## src/rtl/sub16_if.sv

```systemverilog
// Valid/ready stream bundle for sub16_pipe: operand pair in, difference out.
// The zero/ovf flag signals exist only when SUB16_FLAGS_EN is defined.
interface sub16_if #(
    parameter int WIDTH = 16
);
    logic             in_valid;
    logic             in_ready;
    logic [WIDTH-1:0] a;
    logic [WIDTH-1:0] b;
    logic             out_valid;
    logic             out_ready;
    logic [WIDTH-1:0] d;
    logic             borrow;
`ifdef SUB16_FLAGS_EN
    logic             zero;
    logic             ovf;
`endif

    // master: operand producer and result consumer; slave: the subtractor
    modport master (
        output in_valid,
        input  in_ready,
        output a,
        output b,
        input  out_valid,
        output out_ready,
        input  d,
        input  borrow
`ifdef SUB16_FLAGS_EN
        ,
        input  zero,
        input  ovf
`endif
    );

    modport slave (
        input  in_valid,
        output in_ready,
        input  a,
        input  b,
        output out_valid,
        input  out_ready,
        output d,
        output borrow
`ifdef SUB16_FLAGS_EN
        ,
        output zero,
        output ovf
`endif
    );
endinterface

```

## src/rtl/sub16_pipe.sv

```systemverilog
// Pipelined subtractor d = a - b (a + ~b + 1), one SLICE-bit carry slice per stage,
// valid/ready backpressure per stage. Optional zero/ovf flags with SUB16_FLAGS_EN.
module sub16_pipe #(
    parameter int WIDTH = 16,
    parameter int SLICE = 4
) (
    input  logic   clk,
    input  logic   rst,
    sub16_if.slave bus
);
    // WIDTH must be a multiple of SLICE
    localparam int STAGES = WIDTH / SLICE;

    // Operands shift right one slice per stage so the live slice always sits at
    // [SLICE-1:0]; results shift in from the top so stage STAGES holds the full d.
    logic [STAGES-1:0] r_valid;
    logic [STAGES-1:0] r_c;
    logic [WIDTH-1:0]  r_d [STAGES];
    logic [WIDTH-1:0]  r_a [STAGES];
    logic [WIDTH-1:0]  r_b [STAGES];

    logic [STAGES-1:0] w_rdy;
    logic [STAGES-1:0] w_v_next;
    logic [STAGES-1:0] w_cin;
    logic [SLICE-1:0]  w_op_a   [STAGES];
    logic [SLICE-1:0]  w_op_b   [STAGES];
    logic [SLICE:0]    w_sum    [STAGES];
    logic [WIDTH-1:0]  w_d_next [STAGES];
    logic [WIDTH-1:0]  w_a_next [STAGES];
    logic [WIDTH-1:0]  w_b_next [STAGES];

    generate
        for (genvar gi = 0; gi < STAGES; gi++) begin : g_stage
            // A stage can load when downstream can move or any stage from here on is empty
            assign w_rdy[gi] = bus.out_ready | ~(&r_valid[STAGES-1:gi]);

            if (gi == 0) begin : g_first
                assign w_v_next[gi] = bus.in_valid;
                assign w_op_a[gi]   = bus.a[SLICE-1:0];
                assign w_op_b[gi]   = bus.b[SLICE-1:0];
                assign w_cin[gi]    = 1'b1;
                assign w_a_next[gi] = bus.a >> SLICE;
                assign w_b_next[gi] = bus.b >> SLICE;
                assign w_d_next[gi] = {w_sum[gi][SLICE-1:0], {(WIDTH-SLICE){1'b0}}};
            end else begin : g_rest
                assign w_v_next[gi] = r_valid[gi-1];
                assign w_op_a[gi]   = r_a[gi-1][SLICE-1:0];
                assign w_op_b[gi]   = r_b[gi-1][SLICE-1:0];
                assign w_cin[gi]    = r_c[gi-1];
                assign w_a_next[gi] = r_a[gi-1] >> SLICE;
                assign w_b_next[gi] = r_b[gi-1] >> SLICE;
                assign w_d_next[gi] = {w_sum[gi][SLICE-1:0], r_d[gi-1][WIDTH-1:SLICE]};
            end

            assign w_sum[gi] = {1'b0, w_op_a[gi]} + {1'b0, ~w_op_b[gi]}
                             + {{SLICE{1'b0}}, w_cin[gi]};
        end
    endgenerate

    // Carry registers reset to 1 so the idle borrow output reads 0
    always_ff @(posedge clk) begin
        if (rst) begin
            r_valid <= '0;
            r_c     <= '1;
            for (int s = 0; s < STAGES; s++) begin
                r_d[s] <= '0;
                r_a[s] <= '0;
                r_b[s] <= '0;
            end
        end else begin
            for (int s = 0; s < STAGES; s++) begin
                if (w_rdy[s]) begin
                    r_valid[s] <= w_v_next[s];
                    r_c[s]     <= w_sum[s][SLICE];
                    r_d[s]     <= w_d_next[s];
                    r_a[s]     <= w_a_next[s];
                    r_b[s]     <= w_b_next[s];
                end
            end
        end
    end

    assign bus.in_ready  = w_rdy[0] & ~rst;
    assign bus.out_valid = r_valid[STAGES-1];
    assign bus.d         = r_d[STAGES-1];
    assign bus.borrow    = ~r_c[STAGES-1];

`ifdef SUB16_FLAGS_EN
    logic r_zero;
    logic r_ovf;

    // The top operand slice still carries a[MSB] and b[MSB] in its top bit
    always_ff @(posedge clk) begin
        if (rst) begin
            r_zero <= 1'b0;
            r_ovf  <= 1'b0;
        end else if (w_rdy[STAGES-1]) begin
            r_zero <= (w_d_next[STAGES-1] == '0);
            r_ovf  <= (w_op_a[STAGES-1][SLICE-1] != w_op_b[STAGES-1][SLICE-1])
                   && (w_sum[STAGES-1][SLICE-1] != w_op_a[STAGES-1][SLICE-1]);
        end
    end

    assign bus.zero = r_zero;
    assign bus.ovf  = r_ovf;
`endif
endmodule

```

## src/flat_wrapper.sv

```systemverilog
// flat-port wrapper written by rule: the top's interface ports become plain ports
module sub16_pipe_flat 
#(
    parameter int WIDTH = 16,
    parameter int SLICE = 4
)
  (clk, rst, bus_in_valid, bus_in_ready, bus_a, bus_b, bus_out_valid, bus_out_ready, bus_d, bus_borrow);
  sub16_if #(.WIDTH(WIDTH)) bus_i ();
  input  logic clk;
  input  logic rst;
  input wire logic [$bits(bus_i.in_valid)-1:0] bus_in_valid;
  output wire logic [$bits(bus_i.in_ready)-1:0] bus_in_ready;
  input wire logic [$bits(bus_i.a)-1:0] bus_a;
  input wire logic [$bits(bus_i.b)-1:0] bus_b;
  output wire logic [$bits(bus_i.out_valid)-1:0] bus_out_valid;
  input wire logic [$bits(bus_i.out_ready)-1:0] bus_out_ready;
  output wire logic [$bits(bus_i.d)-1:0] bus_d;
  output wire logic [$bits(bus_i.borrow)-1:0] bus_borrow;
  assign bus_i.in_valid = bus_in_valid;
  assign bus_in_ready = bus_i.in_ready;
  assign bus_i.a = bus_a;
  assign bus_i.b = bus_b;
  assign bus_out_valid = bus_i.out_valid;
  assign bus_i.out_ready = bus_out_ready;
  assign bus_d = bus_i.d;
  assign bus_borrow = bus_i.borrow;
  sub16_pipe #(.WIDTH(WIDTH), .SLICE(SLICE)) u_core (.clk(clk), .rst(rst), .bus(bus_i));
endmodule
```

## config.mk

```make
export PLATFORM = sky130hd
export DESIGN_NAME = sub16_pipe_flat
export DESIGN_NICKNAME = d
export VERILOG_FILES = /design/src/rtl/sub16_if.sv /design/src/rtl/sub16_pipe.sv /design/src/flat_wrapper.sv
export SDC_FILE = /design/constraint.sdc
export NUM_CORES = 1
export LEC_CHECK = 0
export ABC_CLOCK_PERIOD_IN_PS = 4000
export CAP_MARGIN = 20
export CORE_MARGIN = 2
export CORE_UTILIZATION = 40
export CTS_BUF_LIST = sky130_fd_sc_hd__clkbuf_4 sky130_fd_sc_hd__clkbuf_8
export CTS_CLUSTER_DIAMETER = 30
export CTS_CLUSTER_SIZE = 16
export DETAILED_ROUTE_END_ITERATION = 10
export PLACE_DENSITY = 0.73
export SYNTH_ARGS = -nofsm -noshare
export SYNTH_HDL_FRONTEND = slang
export SYNTH_SLANG_ARGS = --single-unit
export TNS_END_PERCENT = 1
```

## constraint.sdc

```tcl
create_clock -name clk -period 4 [get_ports clk]
set_input_delay 0.6 -clock clk [delete_from_list [all_inputs] [get_ports clk]]
set_output_delay 0.6 -clock clk [all_outputs]
set_load 0.005 [all_outputs]
```

Word-level counts from Yosys, hierarchy flattened --
Memory sizes are Yosys's and may differ from the RTL's. Cells that the tools add are included.
Word-level totals: register bits after elaboration 8, word-level logic and storage cells 75, input bits 36, bits in writable memories 160, output and inout bits 19, memories kept 3
Memories:
- u_core.r_d | words 4, width 16, rd ports 4, clocked after Yosys merged registers in 0, wr ports 4, RTL line sub16_pipe.sv:18 | logic [WIDTH-1:0] r_d [STAGES];
- u_core.r_a | words 4, width 12, rd ports 3, clocked after Yosys merged registers in 0, wr ports 4, RTL line sub16_pipe.sv:19 | logic [WIDTH-1:0] r_a [STAGES];
- u_core.r_b | words 4, width 12, rd ports 3, clocked after Yosys merged registers in 0, wr ports 4, RTL line sub16_pipe.sv:20 | logic [WIDTH-1:0] r_b [STAGES];
Cells by class: bitwise logic cells 27, mux-type cells 26, reduce and logical (&&, ||, !) cells 3, $add $sub $neg 8
Operators with widths (count):
- 12-bit two-way mux | 8
- 16-bit two-way mux | 4
- 4-bit by 4-bit adder with 5-bit output | 4
- 4-bit inverter | 4
- 1-bit OR | 16
- 5-bit by 1-bit adder with 5-bit output | 3
- 1-bit two-way mux | 14
- 1-bit inverter | 6
- 5-bit by 1-bit adder with 5-bit output (second input constant) | 1
- 4-bit AND reduction | 1
- 3-bit AND reduction | 1
- 2-bit AND reduction | 1
- 1-bit bitwise AND | 1

Logic depth before layout (Yosys ltp) --
Gate-level depths: netlist (run 1).
depth after elaboration 7, gate-level depth with buffers 7, depth with buffers taken out 7

Worst setup path before layout (run 1) --
OpenSTA, ideal clock, no wires.
path kind input -> register, start input rst, end memory u_core.r_a[0][0] (netlist bit) (enable), buffers on the path 2, cell stages on the path 4, setup time 385 ps, required time 3615 ps, arrival 1867 ps, slack 1748 ps, cell sequence clkbuf_1 buf_1 nor2_1 nand2_1
RTL lines:
- from (decl) | RTL line flat_wrapper.sv:10 | input logic rst;
- to (decl) | RTL line sub16_pipe.sv:19

Worst setup path in the final report (run 1) --
start input bus_out_ready, end output bus_in_ready
On the way: longest elaborated chain between the ends 2
RTL lines:
- from (decl) | RTL line flat_wrapper.sv:16 | input wire logic [$bits(bus_i.out_ready)-1:0] bus_out_ready;
- 1-bit OR | RTL line sub16_pipe.sv:35 | assign w_rdy[gi] = bus.out_ready | ~(&r_valid[STAGES-1:gi]);
- 1-bit bitwise AND | RTL line sub16_pipe.sv:83 | assign bus.in_ready = w_rdy[0] & ~rst;
- to (decl) | RTL line flat_wrapper.sv:12 | output wire logic [$bits(bus_i.in_ready)-1:0] bus_in_ready;
Every way passes these cells.

==> flow_summary.toml, run 1 <==
[outcome]
outcome = "finished, final reports clean"

[floorplan]
initial_core_util = 0.409
fp-row-count = 37
die_y_um = 106
dieArea_um2 = 11300
fp.dieW_um = 106
io_pins = 55
core_area_um2 = 10200

[sta]
fin_tns_setup_ns = 0
slew_headroom = 0.335
fmax_mhz = 353
drv_slew = 0
rsz0062_at_grt = "no"
worst_pin_slew_ns = 0.997
final_hold_viol_count = 0
setup_viol = 0
final.min_clock_period_ns = 2.83
period_share = 0.709
clock_skew_ns = 0.00857

[route]
remaining_drc_errors = 0
ant_nets = 0
drt-pass1-iter-count = 4
viasPerCell = 4.30
postRouteWirelength_um = 5530
vias = 2119
avgRoutedWirePerCell_um = 11.2
drtIter0Drc = 52

[layout]
antennaDiodeCount = 0
finalNonFillerCells = 493
area_delta_synth_final_pct = 20.9
most-common-layout-cells = "88 x edfxtp_1, 59 x and2_1, 54 x clkdlybuf4s50_1"
drive_gt1_frac = 0.126
final_cell_area_um2 = 5060
layout_commonest_cell = "edfxtp_1"
utilization = 0.494
final_nets = 408

[logic_synthesis]
ys_seq_area_frac = 0.670
synth_top_area_frac = 0.632
synth_nets = 350
avgSynthCellArea_um2 = 14.2
synth_area_leaders = "edfxtp_1 63%, and2_1 8.8%, and2_4 4.0%, ha_1 3.9%, dfxtp_1 3.8%"
synth_cell_types = 35
yosysTopAreaCell = "edfxtp_1"
synthArstFlopShare = 0
synthCells = 294
netlist_area_um2 = 4180
synth-edff-count = 88
synth_seq_cells = 96
synth-main-ff-cell = "edfxtp_1"
ys_warn_count = 0

[placement]
port_buffers = 54
dp.cells = 477
dp_hpwl_um = 4150
place.gp.congestion = 0.691
postPlaceCellArea_um2 = 4860

[worst_setup_path]
critPathArrivalTime_ns = 2.23
r2r_end = "u_core.r_c[2]"
rr_startpoint = "u_core.r_a[0][12]"
crit_path_start_kind = "primary input"
crit_fanout = 6
rr_worst_depth = 5
path_depth = 6
crit_chain = "clkdlybuf4s50_1 > and4b_1 > nand2_4 > nand2b_4 > inv_4 > clkdlybuf4s50_1"
crit_family = "buffers and inverters"
endpoint = "bus_in_ready"
crit_type = "primary input to output port"
r2r_slack_ns = 2.14
critical-path-slowest-cell = "clkdlybuf4s50_1"
required_ns = 3.40
crit_top_cell = "clkdlybuf4s50_1"
critPathLaunch = "bus_out_ready"
slowest_delay_ns = 0.48
cp-end-kind = "output port"
path_buf_inv = 3

[min_path]
holdCritStartpoint = "u_core.r_valid[1]"
hold_class = "flip-flop to flip-flop"

[clock_network]
insertion_delay_ns = 0.35
cts_root_buffer = "clkbuf_8"
clock_sinks = 96
htree_levels = 3
postCtsSetupBuffers = 0
cts.clk_slew.worst_paths_ns = 0.10
cts_buffers = 9
clockBufferDepth = 2
ctsResizeCount = 0
cts_hold_buf = 0
tritoncts = "built"

[grt]
overflow = 0
antenna_found_initial = 0
grt_pass1_vias = 2172
grt_usage = 0.110
grt_first_pass_wirelength_um = 9830
grt_max_degree = 29

[power_and_ir_drop]
power.density_nw_per_um2 = 391
fin_total_pwr_uw = 1980
peakVddDrop_uv = 214
p_leak_uw = 0.00206

[job]
cap_violations = 0
[Yosys cell counts, types with 2 or more instances]
| cell | count |
|---|---|
| fa_1 | 7 |
| buf_6 | 2 |
| a21o_1 | 4 |
| dfxtp_1 | 8 |
| xor2_1 | 2 |
| ha_1 | 13 |
| and3b_1 | 2 |
| nor2_1 | 13 |
| nor2b_1 | 6 |
| and2_1 | 59 |
| and2_4 | 19 |
| or2_2 | 2 |
| nor3_1 | 8 |
| edfxtp_1 | 88 |
| a21oi_1 | 10 |
| inv_1 | 21 |
| nand2_1 | 3 |
| xnor2_1 | 3 |
| o21ai_0 | 3 |
| clkbuf_1 | 6 |
[stage by stage]
| stage | setup WS (ns) | hold WS [ns] |
|---|---|---|
| floorplan | 1.75 | 0.451 |
| CTS | 1.17 | 0.509 |
| finish | 1.17 | 0.504 |
| detailed placement | 1.19 | 0.483 |
| global route | 1.11 | 0.534 |
| global placement | 1.19 | 0.474 |
[worst min path at each step]
| stage | cells past startpoint | slack [ns] | end |
|---|---|---|---|
| 4_1_cts | 2 | 0.51 | u_core.r_valid[2] |
| 3_3_place_gp | 2 | 0.47 | u_core.r_valid[2] |
| 2_1_floorplan | 2 | 0.45 | u_core.r_valid[2] |
| 6_report | 2 | 0.50 | u_core.r_valid[2] |
| 5_1_grt | 1 | 0.53 | u_core.r_b[0][19] |
| 3_5_place_dp | 2 | 0.48 | u_core.r_valid[2] |
[worst reg2reg max path: stages (launching register included)]
cell      delay [ns]
edfxtp_1        0.40
fa_1            0.46
fa_1            0.42
a21o_1          0.19
a21oi_1         0.16
a21oi_1         0.08
[state kept, by name, summed over array words and instances, names as in the netlist]
name,cells
u_core.r_a,24
u_core.r_b,24
u_core.r_valid,4
u_core.r_d,40
u_core.r_c,4
[where the power goes]
group	leakage (µW)	switching [µW]	internal (µW)
sequential	0.00111	17.6	1160
combinational	0.000855	74.8	122
clock	0.0000999	359	246
[layout make-up]
type                    count  area [µm²]
fillers                   891        5170
flip-flops and latches     96        2800
multi-input cells         165        1230
repair buffers             58         571
well taps                 136         170
clock buffers               9         124
inverters                  22        85.1
clock inverters             7        71.3
[cell families after synthesis]
group	Yosys count	synth area share
compound gates	20	0.0281
fa+ha+maj	20	0.0724
buf+inv	33	0.0350
xor+xnor	5	0.0105
simple gates	120	0.184
flops	96	0.670
[metal layers]
metal	track usage	wire [µm]	vias to the layer above
li1	-	-	1114
met4	0.0470	87	0
met1	0.132	2480	954
met3	0.0196	220	8
met5	0	0	-
met2	0.193	2750	43
(Power assumes the default switching activity.)
==> inputs of run 2 (changes only) <==
ABC_CLOCK_PERIOD_IN_PS = 2380   (was 4000)
PLACE_DENSITY = 0.75   (was 0.73)
clock period = 2.38 ns   (was 4 ns; I/O delays follow)
==> flow_summary.toml, run 2 (synthesis gave the netlist of run 1 again) <==
[worst_setup_path]
critPathArrivalTime_ns = 1.86
path_depth = 6
critPathLaunch = "bus_out_ready"
crit_path_start_kind = "primary input"
path_buf_inv = 3
r2r_end = "u_core.r_c[1]"
crit_family = "buffers and inverters"
crit_fanout = 5
crit_type = "primary input to output port"
crit_top_cell = "clkdlybuf4s50_1"
endpoint = "bus_in_ready"
rr_worst_depth = 5
rr_startpoint = "u_core.r_a[0][0]"
crit_chain = "clkdlybuf4s50_1 > and4b_1 > nand2_4 > nand2b_4 > inv_4 > clkdlybuf4s50_1"
cp-end-kind = "output port"
critical-path-slowest-cell = "clkdlybuf4s50_1"
r2r_slack_ns = 0.47
required_ns = 2.02
slowest_delay_ns = 0.51

[clock_network]
postCtsSetupBuffers = 0
cts.clk_slew.worst_paths_ns = 0.09
insertion_delay_ns = 0.35
clockBufferDepth = 2
cts_root_buffer = "clkbuf_8"
clock_sinks = 96
ctsResizeCount = 0
cts_buffers = 9
htree_levels = 3
cts_hold_buf = 0
tritoncts = "built"

[floorplan]
dieArea_um2 = 11300
fp-row-count = 37
fp.dieW_um = 106
io_pins = 55
die_y_um = 106
initial_core_util = 0.409
core_area_um2 = 10200

[layout]
largest_register_ffs = 40
utilization = 0.496
area_delta_synth_final_pct = 21.4
top_regs = "u_core.r_d (40), u_core.r_a (24), u_core.r_b (24)"
drive_gt1_frac = 0.133
largest-register = "u_core.r_d"
layout_commonest_cell = "edfxtp_1"
antennaDiodeCount = 0
most-common-layout-cells = "88 x edfxtp_1, 59 x and2_1, 54 x clkdlybuf4s50_1"
final_nets = 412
fillers = 888

[sta]
fin_tns_setup_ns = 0
worst_pin_slew_ns = 0.989
drv_slew = 0
final.min_clock_period_ns = 2.22
clock_skew_ns = 0.00869
final_hold_viol_count = 0
timing.final.ws_setup_ns = 0.159
fmax_mhz = 450
rsz0062_at_grt = "no"
period_share = 0.933
setup_viol = 0
slew_headroom = 0.340

[grt]
grt_usage = 0.114
grt_max_degree = 29
grt_first_pass_wirelength_um = 9940
antenna_found_initial = 0
overflow = 0
grt_pass1_vias = 2221

[placement]
dp_slack_ns = 0.0718
dp_hpwl_um = 4320
place.gp.congestion = 0.745
port_buffers = 54

[route]
remaining_drc_errors = 0
drt-pass1-iter-count = 4
avgRoutedWirePerCell_um = 11.5
ant_nets = 0
drtIter0Drc = 79
vias = 2170
postRouteWirelength_um = 5700
viasPerCell = 4.37

[power_and_ir_drop]
seqPwrFrac = 0.601
p_leak_uw = 0.00208
swShare = 0.205
fin_total_pwr_uw = 3280
power.density_nw_per_um2 = 646
clkPwrFrac = 0.297
switching_power_uw = 674
p_int_uw = 2610
combPwrFrac = 0.102
peakVddDrop_uv = 293

[min_path]
hold_class = "flip-flop to flip-flop"

[outcome]
outcome = "finished, final reports clean"

[job]
cap_violations = 0
==> run 2: layer usage <==
metal  wire [µm]  GRT usage  share of wire  vias to the layer above
met3         243     0.0282          0.043                       12
met5           0          0              0                        -
met4         119     0.0536          0.021                        0
li1            -          -              -                     1118
met1        2460      0.133           0.43                      991
met2        2880      0.197           0.51                       49
==> run 2: area by class of cell <==
type	count	area (µm²)	share of cell area
inverters	22	85.1	0.0168
well taps	136	170	0.0335
clock buffers	13	166	0.0328
repair buffers	62	601	0.118
flip-flops and latches	96	2800	0.552
clock inverters	3	17.5	0.00345
multi-input cells	165	1230	0.243
==> run 2: per-stage QoR <==
stage	hold slack [ns]	std cells	instance area, µm²
2_1_floorplan	0.451	294	4180
3_3_place_gp	0.477	481	4890
3_5_place_dp	0.498	481	4890
4_1_cts	0.513	497	5080
5_1_grt	0.540	497	5080
6_report	0.508	497	5080
==> run 2: how the worst min path moves through the flow <==
stage	startpoint	endpoint	slack, ns	depth (start not counted)
2_1_floorplan	u_core.r_valid[1]	u_core.r_valid[2]	0.45	2
3_3_place_gp	u_core.r_valid[1]	u_core.r_valid[2]	0.48	2
3_5_place_dp	u_core.r_valid[1]	u_core.r_valid[2]	0.50	2
4_1_cts	u_core.r_valid[1]	u_core.r_valid[2]	0.51	2
5_1_grt	u_core.r_d[2][8]	u_core.r_d[3][4]	0.54	1
6_report	u_core.r_valid[1]	u_core.r_valid[2]	0.51	2
==> run 2: power groups by stage <==
stage	combinational (µW)	sequential, µW	clock, µW
after floorplan	193	2000	0
after global placement	326	2010	0
after detailed placement	341	2010	0
after CTS	342	1970	995
after global routing	378	1980	1070
final	335	1970	974
==> run 2: worst reg2reg max path, stage by stage (launching register included) <==
cell and delay (ns):
edfxtp_1 0.42, fa_1 0.45, fa_1 0.42, a21o_1 0.20
a21oi_1 0.19, a21oi_1 0.09
==> inputs of run 3 (changes only) <==
SLEW_MARGIN = 40   (was not set)
==> flow_summary.toml, run 3 (synthesis gave the netlist of run 1 again) <==
[outcome]
outcome = "finished, final reports clean"

[sta]
fin_tns_setup_ns = 0
clock_skew_ns = 0.00818
period_share = 0.948
worst_pin_slew_ns = 0.674
rsz0062_at_grt = "no"
final_hold_viol_count = 0
final.min_clock_period_ns = 2.26
drv_slew = 0
fmax_mhz = 443
slew_headroom = 0.551
setup_viol = 0

[job]
cap_violations = 0

[layout]
drive_gt1_frac = 0.136
most-common-layout-cells = "88 x edfxtp_1, 59 x and2_1, 54 x clkdlybuf4s50_1"
largest-register = "u_core.r_d"
layout_commonest_cell = "edfxtp_1"
antennaDiodeCount = 0
area_delta_synth_final_pct = 21.4
final_nets = 412
top_regs = "u_core.r_d (40), u_core.r_a (24), u_core.r_b (24)"
largest_register_ffs = 40

[clock_network]
ctsResizeCount = 0
insertion_delay_ns = 0.35
tritoncts = "built"
cts_buffers = 9
clockBufferDepth = 2
htree_levels = 3
clock_sinks = 96
cts.clk_slew.worst_paths_ns = 0.08
postCtsSetupBuffers = 0
cts_hold_buf = 0
cts_root_buffer = "clkbuf_8"

[floorplan]
dieArea_um2 = 11300
fp.dieW_um = 106
die_y_um = 106
core_area_um2 = 10200
io_pins = 55
fp-row-count = 37
initial_core_util = 0.409

[grt]
antenna_found_initial = 0
overflow = 0
grt_first_pass_wirelength_um = 10000
grt_usage = 0.115
grt_max_degree = 29
grt_pass1_vias = 2197

[placement]
port_buffers = 54
place.gp.congestion = 0.745
dp_hpwl_um = 4290

[worst_setup_path]
crit_path_start_kind = "primary input"
cp-end-kind = "output port"
crit_fanout = 5
required_ns = 2.02
critPathArrivalTime_ns = 1.90
crit_type = "primary input to output port"

[route]
avgRoutedWirePerCell_um = 11.4
remaining_drc_errors = 0
drtIter0Drc = 71
drt-pass1-iter-count = 4
viasPerCell = 4.33
postRouteWirelength_um = 5650
ant_nets = 0
vias = 2151

[power_and_ir_drop]
power.density_nw_per_um2 = 645
p_leak_uw = 0.00208
fin_total_pwr_uw = 3270
peakVddDrop_uv = 281

[min_path]
hold_class = "flip-flop to flip-flop"
## run 3: cell counts in the layout (fill, tap and decap cells not counted)
Identical to the previous run, type by type.
## run 3: final timing paths
kind                  endpoint  slack, ns               from  depth (start not counted)
max               bus_in_ready       0.12      bus_out_ready                          6
min          u_core.r_valid[2]       0.51  u_core.r_valid[1]                          2
max reg2reg      u_core.r_c[1]       0.50   u_core.r_a[0][0]                          5
min reg2reg  u_core.r_valid[2]       0.51  u_core.r_valid[1]                          2
## run 3: worst max-delay path: stages
cell	delay [ns]
clkdlybuf4s50_1	0.53
and4b_1	0.26
nand2_4	0.10
nand2b_4	0.09
inv_4	0.07
clkdlybuf4s50_1	0.50
## run 3: metal layers
layer,part of all wire,GRT usage,routed length [µm]
met5,0,0,0
met4,0.019,0.0508,109
met3,0.042,0.0368,236
met2,0.50,0.196,2840
met1,0.44,0.133,2460
## run 3: power by group
part / switching, µW / internal [µW]
clock: 510 / 458
combinational: 128 / 207
sequential: 29.5 / 1940
total: 668 / 2610
## run 3: layout make-up
type | instances | area (µm²)
Clock buffer | 13 | 166
Fill cell | 886 | 5150
Sequential cell | 96 | 2800
Clock inverter | 3 | 17.5
Tap cell | 136 | 170
Timing Repair Buffer | 62 | 601
Multi-Input combinational cell | 165 | 1240
Inverter | 22 | 85.1
## run 3: through the flow
stage / util / hold WS [ns] / area (µm²) / cells / setup slack [ns]
final: 0.497 / 0.506 / 5080 / 497 / 0.124
after global routing: 0.497 / 0.541 / 5080 / 497 / 0.0777
after CTS: 0.497 / 0.510 / 5080 / 497 / 0.118
after detailed placement: 0.479 / 0.498 / 4900 / 481 / 0.125
after global placement: 0.478 / 0.477 / 4890 / 481 / 0.133
after floorplan: - / 0.451 / 4180 / 294 / 0.371
